**src/rtl/encoder8_3_evt.sv**
```systemverilog
// encoder8_3_evt : rising-edge event encoder with output FIFO.
//
// Watches 8 level inputs (already synchronised/debounced), turns each rising
// edge into a 3-bit index and queues the indices for a valid/ready consumer.
// At most one index is queued per cycle; edges that cannot be queued yet wait
// in a per-lane pending bit and are granted later by priority.
//
// Build option:
//   ENC_LSB_PRIORITY_EN  defined   -> lowest pending index is queued first
//                        undefined -> highest pending index is queued first
//
// Ports:
//   sys_clk    in   1         clock, everything on the rising edge
//   sys_rst    in   1         synchronous active-high reset
//   in         in   8         level inputs
//   out        out  3         code at FIFO head (meaningful while out_valid)
//   out_valid  out  1         FIFO not empty
//   out_ready  in   1         consumer takes the head code
//   fifo_cnt   out  ADDR_W+1  entries held, 0..FIFO_DEPTH
//   ovf        out  1         sticky: two edges on one lane merged into one

// Per-lane edge detector and pending bit.
//   cand  : lane has an event waiting (old pending or fresh rise)
//   merge : fresh rise while an older event is still pending on this lane
module encoder8_3_evt_lane (
  input  logic sys_clk,
  input  logic sys_rst,
  input  logic in_bit,
  input  logic take,
  output logic cand,
  output logic merge
);
  logic in_d;
  logic pend;
  logic rise;

  assign rise  = in_bit & ~in_d;
  assign cand  = pend | rise;
  assign merge = pend & rise;

  // in_d follows in during reset too, so levels held high across reset
  // never look like an edge.
  always_ff @(posedge sys_clk) begin
    in_d <= in_bit;
    if (sys_rst) pend <= 1'b0;
    else         pend <= cand & ~take;
  end
endmodule

module encoder8_3_evt #(
  parameter int FIFO_DEPTH = 4,
  parameter int ADDR_W     = 2
) (
  input  logic              sys_clk,
  input  logic              sys_rst,
  input  logic [7:0]        in,
  output logic [2:0]        out,
  output logic              out_valid,
  input  logic              out_ready,
  output logic [ADDR_W:0]   fifo_cnt,
  output logic              ovf
);
  localparam logic [ADDR_W:0] DEPTH_C = (ADDR_W+1)'(FIFO_DEPTH);

  logic [7:0]        cand;
  logic [7:0]        merge;
  logic [7:0]        grant;
  logic [7:0]        take;
  logic [2:0]        code;
  logic              push;
  logic              pop;
  logic              full;
  logic [2:0]        mem [FIFO_DEPTH];
  logic [ADDR_W-1:0] wr_ptr;
  logic [ADDR_W-1:0] rd_ptr;
  logic [2:0]        last_out;

  assign take = grant & {8{push}};

  encoder8_3_evt_lane u_lane [7:0] (
    .sys_clk (sys_clk),
    .sys_rst (sys_rst),
    .in_bit  (in),
    .take    (take),
    .cand    (cand),
    .merge   (merge)
  );

  // Priority select: the last match in scan order wins.
  always_comb begin
    code = 3'd0;
`ifdef ENC_LSB_PRIORITY_EN
    for (int i = 7; i >= 0; i--)
      if (cand[i]) code = 3'(i);
`else
    for (int i = 0; i < 8; i++)
      if (cand[i]) code = 3'(i);
`endif
  end

  assign grant = (|cand) ? (8'd1 << code) : 8'd0;

  assign full      = (fifo_cnt == DEPTH_C);
  assign out_valid = (fifo_cnt != '0);
  assign pop       = out_valid & out_ready;
  // When full, a pop frees the head slot this same edge, so the push can
  // overwrite it (wr_ptr == rd_ptr) while the head is being read.
  assign push      = (|cand) & (~full | pop);

  // While empty, keep showing whatever was last presented.
  assign out = out_valid ? mem[rd_ptr] : last_out;

  always_ff @(posedge sys_clk) begin
    if (!sys_rst && push) mem[wr_ptr] <= code;
  end

  always_ff @(posedge sys_clk) begin
    if (sys_rst) begin
      wr_ptr   <= '0;
      rd_ptr   <= '0;
      fifo_cnt <= '0;
      ovf      <= 1'b0;
      last_out <= 3'd0;
    end else begin
      last_out <= out;
      if (push) wr_ptr <= wr_ptr + 1'b1;
      if (pop)  rd_ptr <= rd_ptr + 1'b1;
      case ({push, pop})
        2'b10:   fifo_cnt <= fifo_cnt + 1'b1;
        2'b01:   fifo_cnt <= fifo_cnt - 1'b1;
        default: fifo_cnt <= fifo_cnt;
      endcase
      if (|merge) ovf <= 1'b1;
    end
  end
endmodule

```
**config.mk**
```make
export PLATFORM = sky130hd
export DESIGN_NAME = encoder8_3_evt
export DESIGN_NICKNAME = d
export VERILOG_FILES = /design/src/rtl/encoder8_3_evt.sv
export SDC_FILE = /design/constraint.sdc
export NUM_CORES = 1
export LEC_CHECK = 0
export ABC_AREA = 1
export ABC_CLOCK_PERIOD_IN_PS = 4490
export CAP_MARGIN = 20
export CORE_MARGIN = 1
export CORE_UTILIZATION = 52
export CTS_BUF_LIST = sky130_fd_sc_hd__clkbuf_8
export DETAILED_ROUTE_END_ITERATION = 6
export GPL_TIMING_DRIVEN = 1
export HOLD_SLACK_MARGIN = 0.06
export MAX_ROUTING_LAYER = met4
export PLACE_DENSITY = 0.82
export REMOVE_ABC_BUFFERS = 1
export SLEW_MARGIN = 20
export SYNTH_ARGS = -nofsm -noshare
export SYNTH_HDL_FRONTEND = slang
export SYNTH_SLANG_ARGS = --single-unit
```
**constraint.sdc**
```tcl
create_clock -name sys_clk -period 4.49 [get_ports sys_clk]
set_input_delay 0.898 -clock sys_clk [delete_from_list [all_inputs] [get_ports sys_clk]]
set_output_delay 0.898 -clock sys_clk [all_outputs]
set_load 0.03 [all_outputs]
```
== Yosys cells after proc, flatten, opt, wreduce, memory -nomap -nowiden ==
Memories as Yosys holds them, arrays and structs flattened. A register that Yosys moved wholly into a read port is not among the register bits.
Cells that the tools add are included.
Storage, ports and cells
  output and inout port bits: 8
  input port bits: 11
  register bits: 27
  memories: 1
  bits in writable memories: 12
Operators by class
  reduce and logical (&&, ||, !) cells: 6
  multiplexer cells: 14
  $add $sub $neg: 4
  bitwise gates (word level): 53
  eq/ne operators: 3
  shift operators: 1
Memories
  mem: words 4, bits a word 3, rd ports 1, clocked after Yosys merged registers in 1, wr ports 1, RTL line 73  | logic [2:0] mem [FIFO_DEPTH];
Operators by type and width (count)
  bitwise AND 1 bit: 26
  2-to-1 mux 3 bit: 7
  NOT 1 bit: 17
  OR reduction 8 bit: 2
  bitwise OR 1 bit: 9
  bitwise AND 8 bit: 1
  2-to-1 mux 8 bit: 1
  << shifter 1 x 3 -> 8 bit (first input constant): 1
  one-hot mux 3 bit (2 select lines): 1
  adder 2 x 1 -> 2 bit (second input constant): 2
  2-to-1 mux 2 bit: 2
  adder 3 x 1 -> 3 bit (second input constant): 1
  equality test 3 bit (second input constant): 1
  2-to-1 mux 1 bit: 3
  nonzero test 3 bit: 1
  subtractor 3 x 1 -> 3 bit (second input constant): 1
  equality test 2 x 1 -> 1 bit (second input constant): 1
  equality test 2 bit (second input constant): 1
  nonzero test 2 bit: 1
  logical AND 1 bit: 1
  zero test 1 bit: 1

== Logic depth before layout (Yosys ltp) ==
  depth in word-level cells: 15
  mapped depth: 13
  gate-level depth less buffers: 13

== By module ==
A second synthesis with hierarchy kept.
Unflattened totals
  cells, all modules: 248
  area total of the unflattened synthesis: 1950.6 sq um
By module, submodules not included
  encoder8_3_evt: times used 1, area each 1300.0 sq um, seq. area each 620.6 sq um, cells each 160
  encoder8_3_evt_lane: times used 8, area each 81.3 sq um, seq. area each 40.0 sq um, cells each 11

== Worst setup path before layout ==
Ideal clock, no wire load.
  kind: input port to flip-flop
  start: in in[4]
  end: reg fifo_cnt[2]
  buffers on the path: 0
  slack: 2.267 ns
  data arrival time: 2.108 ns
  stages on the path: 11
  cell sequence: nand2_4 -> nand2_4 -> nor2_4 -> nand2_2 -> nor2_4 -> nand2_2 -> fa_1 -> inv_1 -> nand4_1 -> a21oi_1 -> nor2_1
On the way
  cells in the longest elaborated chain, start to end: 6
Ends and longest elaborated chain
  from (decl): RTL line 56  | input logic [7:0] in,
  bitwise AND 1 bit (*): RTL line 37  | assign rise = in_bit & ~in_d;
  bitwise OR 1 bit (*): RTL line 38  | assign cand = pend | rise;
  OR reduction 8 bit (*): RTL line 108  | assign push = (|cand) & (~full | pop);
  bitwise AND 1 bit (*): RTL line 108
  equality test 2 x 1 -> 1 bit or equality test 2 bit (tied branches): RTL line 128  | case ({push, pop})
  one-hot mux 3 bit (2 select lines) or nonzero test 2 bit (tied branches)
  to (signal assigned): RTL line 129  | 2'b10: fifo_cnt <= fifo_cnt + 1'b1;
  to (signal assigned): RTL line 130  | 2'b01: fifo_cnt <= fifo_cnt - 1'b1;
  to (signal assigned): RTL line 131  | default: fifo_cnt <= fifo_cnt;
  to (decl): RTL line 60  | output logic [ADDR_W:0] fifo_cnt,
Every way passes the cells marked *; elsewhere a longest branch is shown, timed or not.
A chain may end at the register's enable or synchronous reset.

==> results.sh <==
export IMPL_yosys_warnings=0
export IMPL_place_ws_ns=1.612
export IMPL_cts_setup_buffers=0
export IMPL_clock_skew_ns=0.006576
export IMPL_finalSetupTns_ns=0
export IMPL_portBuffers=18
export IMPL_ys_flop_type="dfxtp_1"
export IMPL_drtAntennaViolNets=0
export IMPL_finalHoldViolCount=0
export IMPL_numCtsBuffers=5
export IMPL_routed_wl_mm=3.331
export IMPL_syn_area_um2=1886
export IMPL_n_fill_cell=299
export IMPL_crit_top_cell="nand2_1"
export IMPL_netlist_area_leader_share_pct=30.79
export IMPL_ys_ff_latch=41
export IMPL_dpl_cell_area_um2=2120
export IMPL_wl_per_cell_um=11.73
export IMPL_arrival_ns=1.98
export IMPL_die_h_um=62.22
export IMPL_grt_usage_pct=20.28
export IMPL_yosys_top_cells_count="dfxtp_1 (29), inv_1 (29), nor2_1 (24), nand2_1 (22), edfxtp_1 (12)"
export IMPL_layout_drive_gt1_share_pct=19.75
export IMPL_coreArea_um2=3416
export IMPL_worstMarginPinSlew_ns=0.4050
export IMPL_synthCells=213
export IMPL_fin_nets=253
export IMPL_root_buffer="clkbuf_8"
export IMPL_die_w_um=62.22
export IMPL_cp_start_kind="register"
export IMPL_worstSetupPathType="reg2out"
export IMPL_grt_pass1_wl_mm=5.899
export IMPL_min_period_over_period_pct=64.09
export IMPL_finalSetupViolCount=0
export IMPL_total_leakage_power_nw=0.9614
export IMPL_drc_errors=0
export IMPL_path_cells="inv_1 -> nor2_1 -> o32ai_1 -> nand2_1 -> nand2_1 -> clkdlybuf4s50_1"
export IMPL_cp_end_kind="primary output"
export IMPL_cts_tree="built"
export IMPL_clk_pin_slew_ns=0.07
export IMPL_path_max_fanout=7
export IMPL_clk_path_buf_depth=2
export IMPL_ys_seq_area_share_pct=49.90
export IMPL_final_cells=284
export IMPL_min_period_ns=2.878
export IMPL_gp_congestion=0.8589
export IMPL_fin_area_um2=2226
export IMPL_grt_pass1_vias=1325
export IMPL_max_freq_mhz=347.5
export IMPL_worstSkewPairLatency_ns=0.29
export IMPL_synth_edf_count=12
export IMPL_post_dp_hpwl_mm=2.569
export IMPL_cp_top_family="buffers and inverters"
export IMPL_yosysUniqueCellTypes=30
export IMPL_ios=19
export IMPL_synth_async_reset_ratio_pct=0
export IMPL_worstPathRequired_ns=3.59
export IMPL_grt_start_max_net_pins=13
export IMPL_drv_slew=0
export IMPL_status="completed"
export IMPL_drt_iter0_drc=65
export IMPL_peakVddDrop_uv=289.6
export IMPL_cpMaxStageDelayCell="clkdlybuf4s50_1"
export IMPL_avgSynthCellArea_um2=8.852
export IMPL_areaGrowthSynthToFinish_pct=18.05
export IMPL_fin_ws_ns=1.612
export IMPL_cts_resized_gates=0
export IMPL_die_area_um2=3871
export IMPL_start_util_pct=55.20
export IMPL_powerDensity_nw_per_um2=514.8
export IMPL_antenna_cells=0
export IMPL_antenna_found_initial=0
export IMPL_hp_class="reg2reg"
export IMPL_h_tree_depth=2
export IMPL_drv_cap=0
export IMPL_synth_top_area_cell="dfxtp_1"
export IMPL_dp_cells=276
export IMPL_num_rows=21
export IMPL_crit_buf_inv=2
export IMPL_slowest_delay_ns=0.66
export IMPL_via_count=1407
export IMPL_synth_top_cells_by_area="dfxtp_1 (31%), edfxtp_1 (19%), inv_1 (5.8%)"
export IMPL_grt_remaining_overflow=0
export IMPL_rsz0062_at_grt="false"
export IMPL_relSlewSlack_pct=72.91
export IMPL_clkSinkCount=41
export IMPL_r2r_start="u_lane[3].in_d"
export IMPL_dr_pass1_iters=5
export IMPL_vias_per_cell=4.954
export IMPL_min_delay_start="ovf"
export IMPL_hold_buffers=0
[flip-flops by register name, indices dropped and copies added, names as in the netlist, named ones only]
| register | cells |
|---|---|
| u_lane.in_d | 8 |
| last_out | 3 |
| mem | 12 |
| u_lane.pend | 8 |
| rd_ptr | 2 |
| wr_ptr | 2 |
| ovf | 1 |
| fifo_cnt | 3 |
[worst paths after layout]
kind | endpoint | slack (ns) | depth (start not counted)
hold reg to reg | ovf | 0.45 | 2
hold / removal | ovf | 0.45 | 2
setup reg to reg | fifo_cnt[2] | 2.69 | 12
setup / recovery | out[0] | 1.61 | 6
[cells in the final DEF, fill, tap and decap left out, types with 8 or more instances in the layout]
cell | synthesis | layout
inv_1 | 29 | 30
dfxtp_1 | 29 | 29
nor2_1 | 24 | 24
nand2_1 | 22 | 22
clkdlybuf4s50_1 | 0 | 18
edfxtp_1 | 12 | 12
a21oi_1 | 11 | 11
nand2_2 | 10 | 10
nand3_1 | 10 | 10
inv_2 | 9 | 9
o21ai_1 | 8 | 8
[logic make-up (layout without fill, tap and decap cells)]
family | Yosys count | in the layout | synth area share (%)
and+or+nand+nor | 90 | 90 | 25.81
DFF | 41 | 41 | 49.90
AOI/OAI and AO/OA | 36 | 36 | 12.28
adders and majority gates | 5 | 5 | 3.716
buffers and inverters | 41 | 66 | 8.294
[per-layer routing]
metal | vias to the layer above | track usage, % | part of all wire (%)
li1 | 731 | - | -
met1 | 638 | 24.59 | 47
met2 | 33 | 31.46 | 46
met3 | 5 | 5.331 | 4.4
met4 | 0 | 9.593 | 1.7
met5 | - | - | 0
[layout make-up]
cell class              count  area, um2  area share (%)
multi-input cells         131      788.3           35.41
repair buffers             18      180.2           8.094
flip-flops and latches     41      940.9           42.27
inverters                  40      152.6           6.858
clock inverters             3      37.54           1.686
clock buffers               5      68.82           3.092
well taps                  46      57.56           2.586
[power breakdown]
part	internal (W)	switching [W]
clock	0.000162	0.000119
combinational	0.000146	0.000248
sequential	0.000436	0.0000349
[stage by stage]
stage	power, W	utilization [%]	hold slack [ns]
finish	0.001146	65.16	0.4543
global route	0.001212	65.16	0.4690
CTS	0.001153	65.16	0.4572
detailed placement	0.0008712	62.05	0.4455
global placement	0.0008640	62.05	0.4425
floorplan	0.0007420	-	0.4375
[tightest hold or removal path: stages (launching register included)]
cell and delay (ns):
dfxtp_1 0.31, inv_1 0.05, a21oi_1 0.05
Power figures use the tool's default switching activity.
